File: config.mk
export PLATFORM = sky130hd
export DESIGN_NAME = spi_txn_scheduler
export DESIGN_NICKNAME = d
export VERILOG_FILES = /design/src/rtl/spi_txn_scheduler.sv
export SDC_FILE = /design/constraint.sdc
export NUM_CORES = 1
export LEC_CHECK = 0
export CAP_MARGIN = 5
export CORE_MARGIN = 5
export CORE_UTILIZATION = 50
export DETAILED_ROUTE_END_ITERATION = 8
export PLACE_DENSITY_LB_ADDON = 0.1
export RECOVER_POWER = 100
export REMOVE_ABC_BUFFERS = 1
export SLEW_MARGIN = 20
export SYNTH_ARGS = -nofsm -noshare
export SYNTH_HDL_FRONTEND = slang
export SYNTH_SLANG_ARGS = --single-unit
File: constraint.sdc
create_clock -name clk -period 5.15 [get_ports clk]
set_input_delay 0.7725 -clock clk [delete_from_list [all_inputs] [get_ports clk]]
set_output_delay 0.7725 -clock clk [all_outputs]
set_load 0.02 [all_outputs]
File: src/rtl/spi_txn_scheduler.sv
// spi_txn_scheduler: CS-framed ADXL config sequence then periodic X/Y/Z polling over a byte SPI engine.
// Optional watchdog with frame abort: define SPI_TXN_SCHEDULER_TIMEOUT_EN.
module spi_txn_scheduler #(
  parameter int POLL_DIV = 5000,
  parameter int CS_SETUP = 2,
  parameter int CS_HOLD  = 2,
  parameter int CS_GAP   = 4,
  parameter int TIMEOUT  = 255
) (
  input  logic       clk,
  input  logic       rst,
  input  logic       enable,
  input  logic       byte_busy,
  input  logic       byte_done,
  input  logic [7:0] byte_rx,
  output logic       byte_start,
  output logic [7:0] byte_tx,
  output logic       cs,
  output logic       init_done,
  output logic [7:0] sample_x,
  output logic [7:0] sample_y,
  output logic [7:0] sample_z,
  output logic       sample_valid,
  output logic       overrun,
  output logic       error
);
  localparam int PW = $clog2(POLL_DIV);
  typedef enum logic [2:0] {IDLE, SETUP, START, WAIT, HOLD, GAP} state_t;
  if (POLL_DIV < 64 || CS_SETUP < 1 || CS_HOLD < 1 || CS_GAP < 1 || TIMEOUT < 1) begin : g_param_check
    $error("spi_txn_scheduler: parameter below its minimum");
  end
  state_t          state;
  logic [15:0]     cnt;
  logic [2:0]      idx;
  logic [1:0]      cfg;
  logic            poll, pending, tick, take, last, abort;
  logic [PW-1:0]   poll_cnt;
  logic [7:0]      tmp_x, tmp_y, cur;
  always_comb begin
    tick = init_done && poll_cnt == PW'(POLL_DIV - 1);
    take = state == IDLE && enable && init_done && pending;
    last = idx == (poll ? 3'd4 : 3'd2);
    cur  = poll     ? (idx == 3'd0 ? 8'h0B : idx == 3'd1 ? 8'h08 : 8'h00)
         : cfg == 0 ? (idx == 3'd0 ? 8'h0A : idx == 3'd1 ? 8'h2D : 8'h02)
         : cfg == 1 ? (idx == 3'd0 ? 8'h0B : idx == 3'd1 ? 8'h08 : 8'h00)
         :            (idx == 3'd0 ? 8'h0A : idx == 3'd1 ? 8'h1F : 8'h52);
  end
`ifdef SPI_TXN_SCHEDULER_TIMEOUT_EN
  localparam int WW = $clog2(TIMEOUT + 1) < 8 ? 8 : $clog2(TIMEOUT + 1);
  logic [WW-1:0] wd;
`else
  assign abort = 1'b0;
  assign error = 1'b0;
`endif
  always_ff @(posedge clk or posedge rst) begin
    if (rst) begin
      state <= IDLE;
      cnt <= '0;
      idx <= '0;
      cfg <= '0;
      poll <= 1'b0;
      pending <= 1'b0;
      poll_cnt <= '0;
      tmp_x <= '0;
      tmp_y <= '0;
      cs <= 1'b1;
      byte_start <= 1'b0;
      byte_tx <= '0;
      init_done <= 1'b0;
      sample_x <= '0;
      sample_y <= '0;
      sample_z <= '0;
      sample_valid <= 1'b0;
      overrun <= 1'b0;
`ifdef SPI_TXN_SCHEDULER_TIMEOUT_EN
      wd <= '0;
      abort <= 1'b0;
      error <= 1'b0;
`endif
    end else begin
      byte_start <= 1'b0;
      sample_valid <= 1'b0;
      poll_cnt <= !init_done || tick ? '0 : poll_cnt + 1'b1;
      // A tick landing on the cycle the pending poll is consumed is not an overrun
      if (tick) begin
        pending <= 1'b1;
        if (pending && !take) overrun <= 1'b1;
      end else if (take) pending <= 1'b0;
      case (state)
        IDLE: if (enable && (!init_done || pending)) begin
          state <= SETUP;
          cs <= 1'b0;
          cnt <= '0;
          idx <= '0;
          poll <= init_done;
`ifdef SPI_TXN_SCHEDULER_TIMEOUT_EN
          abort <= 1'b0;
`endif
        end
        SETUP: if (cnt == 16'(CS_SETUP - 1)) state <= START;
               else cnt <= cnt + 1'b1;
        START: if (!byte_busy) begin
          byte_start <= 1'b1;
          byte_tx <= cur;
          state <= WAIT;
        end
        WAIT: if (byte_done) begin
          if (poll && idx == 3'd2) tmp_x <= byte_rx;
          if (poll && idx == 3'd3) tmp_y <= byte_rx;
          if (poll && last) begin
            sample_x <= tmp_x;
            sample_y <= tmp_y;
            sample_z <= byte_rx;
            sample_valid <= 1'b1;
          end
          idx <= idx + 1'b1;
          state <= last ? HOLD : START;
          cnt <= '0;
        end
        HOLD: if (cnt == 16'(CS_HOLD - 1)) begin
          cs <= 1'b1;
          state <= GAP;
          cnt <= '0;
          if (!poll && !abort) begin
            cfg <= cfg + 1'b1;
            if (cfg == 2'd2) init_done <= 1'b1;
          end
        end else cnt <= cnt + 1'b1;
        GAP: if (cnt == 16'(CS_GAP - 1)) state <= IDLE;
             else cnt <= cnt + 1'b1;
        default: state <= IDLE;
      endcase
`ifdef SPI_TXN_SCHEDULER_TIMEOUT_EN
      // Watchdog overrides the case above; progress on this cycle wins over a timeout
      if (state != START && state != WAIT) wd <= '0;
      else if (state == WAIT && byte_done) wd <= '0;
      else if (wd >= WW'(TIMEOUT - 1) && !(state == START && !byte_busy)) begin
        state <= HOLD;
        cnt <= '0;
        abort <= 1'b1;
        error <= 1'b1;
      end else wd <= wd + 1'b1;
`endif
    end
  end
endmodule

==> flow_summary.yaml <==
outcome:
  outcome: "complete, but fails checks"
  violations: "max-capacitance violations, max-slew violations"
synthesis:
  synth_top_area_share_pct: 52.3
  synth-edff-count: 0
  yosysWarnings: 0
  synth_cell_types: 55
  syn-mean-instance-area_um2: 11.4
  yosysSeqAreaShare_pct: 52.9
  netlist_instances: 378
  synthTopCellsByArea: "dfrtp_1 52%, mux2_2 5.7%, mux2_1 5.0%"
  synthFlopType: "dfrtp_1"
  ys_ff_latch: 91
  syn-cell-area_um2: 4310
  yosys.area.top_type: "dfrtp_1"
  synth.most_common_cell: "dfrtp_1"
  async_flop_share_pct: 100
  synth_common_cells: "90 x dfrtp_1, 34 x nand2_1, 29 x nor2_1"
timing:
  setup_tns_ns: 0
  finClkSkew_ns: 0.0102
  finalMaxSlewViolations: 56
  final-hold-violation-count: 0
  period_share_pct: 63.6
  worstMarginPinSlew_ns: 2.46
  setup_viol: 0
  fmax_ghz: 0.305
  grt_setup_unrepaired: "false"
  slew_headroom_pct: -65.1
  min_period_ns: 3.27
finish:
  fillerInstances: 746
  drive_gt1_share_pct: 10.9
  multi_input_area_um2: 1830
  regArea_um2: 2280
  n_antenna_cell: 0
  layout.nets: 449
  instances_no_fill: 535
  area_growth_pct: 16.0
  final_core_util_pct: 60.2
die:
  ios: 51
  fp.coreArea_um2: 8300
  die_area_um2: 10600
  start_util_pct: 51.9
  dieWidth_um: 103
  fp.dieH_um: 103
  num_rows: 33
global_routing:
  grt-ovfl-total: 0
  grt_pass1_vias: 2876
  grt_max_degree: 56
  antenna_found_initial: 0
  grt_usage_pct: 16.7
  grt_pass1_wl_um: 13900
routing:
  viasPerCell: 5.48
  firstDrtPassIters: 6
  drc_errors: 0
  detail-route-antenna-nets: 0
  num_vias: 2930
  finalWirelength_um: 8100
  wl_per_cell_um: 15.1
  drt_iter0_drc: 120
worst_setup_path:
  path_class: "in2reg"
  cp.required_ns: 5.40
  worstSetupStartpointType: "input port"
  crit_fanout: 13
  worst_setup_path_end_kind: "register"
  crit_arrival_ns: 3.52
clock_tree:
  clk-insertion-delay-late_ns: 0.36
  cts_hold_buf: 0
  clock_sinks: 91
  numCtsBuffers: 9
  ctsRootBufferMaster: "clkbuf_8"
  post_cts_buffers: 0
  ctsLongestPathBuffers: 2
  cts_tree: "built"
  cts_resized: 0
  cts.reportedPaths.clkPinSlew_ns: 0.09
  htree_levels: 3
power:
  ir_drop_uv: 156
  p_per_area_nw_per_um2: 251
  power.leakage_uw: 0.00239
placement:
  dp_cells: 519
  place_congestion: 0.789
  hpwl_um: 5710
  numPortBuffers: 48
flow_run:
  drv_cap: 1
worst_hold_path:
  hp-class: "reg2reg"
power breakdown:
| part | internal, uW | leakage (uW) | total [uW] | switching [uW] |
|---|---|---|---|---|
| Combinational | 13.4 | 0.00106 | 38.5 | 25.1 |
| Sequential | 717 | 0.00123 | 718 | 1.17 |
| Clock | 241 | 0.000100 | 497 | 256 |
| Total | 971 | 0.00239 | 1250 | 282 |
path summary, 6_finish.rpt:
kind                                to   startpoint  depth (start not counted)  slack, ns
setup / recovery                cnt[4]    byte_done                          6       1.88
hold / removal             poll_cnt[0]  poll_cnt[0]                          1       0.47
setup reg to reg                cnt[4]     state[0]                          5       2.30
hold reg to reg            poll_cnt[0]  poll_cnt[0]                          1       0.47
max in group asynchronous           cs          rst                          3       2.26
min in group asynchronous  poll_cnt[9]          rst                          2       1.53
layer usage:
metal	track usage, %	share of wire, %	wire, um	vias up
li1	-	-	-	1431
met2	24.8	43	3500	50
met5	0	0	0	-
met3	2.98	4.3	351	9
met4	7.17	1.8	142	0
met1	24.3	51	4100	1440
state kept, by name (all words and copies together) (netlist names), 2 cells and up:
register  cells
cnt          16
poll_cnt     13
sample_x      8
sample_y      8
sample_z      8
tmp_x         8
tmp_y         8
byte_tx       7
idx           3
state         3
cfg           2
kinds of logic after synthesis:
family | after synthesis | synth area share (%)
AO/OA/AOI/OAI | 53 | 8.48
XOR/XNOR | 17 | 3.46
adder cells (fa/ha/maj) | 11 | 3.19
buffers and inverters | 32 | 3.95
flip-flops | 91 | 52.9
multiplexers | 43 | 11.2
other | 1 | 0.0870
AND/OR/NAND/NOR | 130 | 16.8
area by class of cell:
| type | instances | share of cell area, % |
|---|---|---|
| clock inverters | 5 | 1.20 |
| clock buffers | 11 | 2.83 |
| repair buffers | 50 | 9.83 |
| multi-input cells | 256 | 36.6 |
| flip-flops and latches | 91 | 45.6 |
| well taps | 105 | 2.63 |
| inverters | 17 | 1.30 |
placed cells by master, fill, tap and decap left out, types with 6 or more instances in the layout:
master and n:
dfrtp_1 90, dlygate4sd3_1 39, nand2_1 34, nor2_1 29, mux2_2 22, mux2_1 19, inv_1 16, o21ai_0 14
nand3_1 13, xor2_1 13, a21oi_1 11, ha_1 11, clkbuf_8 10, clkdlybuf4s50_1 9, or3_1 7, and3_1 6
nand4_1 6
critical path, stage by stage:
cell           delay [ns]
dlygate4sd3_1        0.56
nand2_1              0.11
o21ai_0              1.02
o311ai_4             0.41
nand2b_1             0.32
o311ai_0             0.32
through the flow:
stage                     hold WS [ns]  area, um2  setup slack [ns]  power, uW
after floorplan                  0.433       4210              2.02        751
after global placement           0.455       4830              2.48        774
after detailed placement         0.458       4830              2.45        774
after CTS                        0.473       5040              2.83       1270
after global routing             0.485       5000              1.74       1300
final                            0.467       5000              1.88       1250
(Power assumes the default switching activity.)
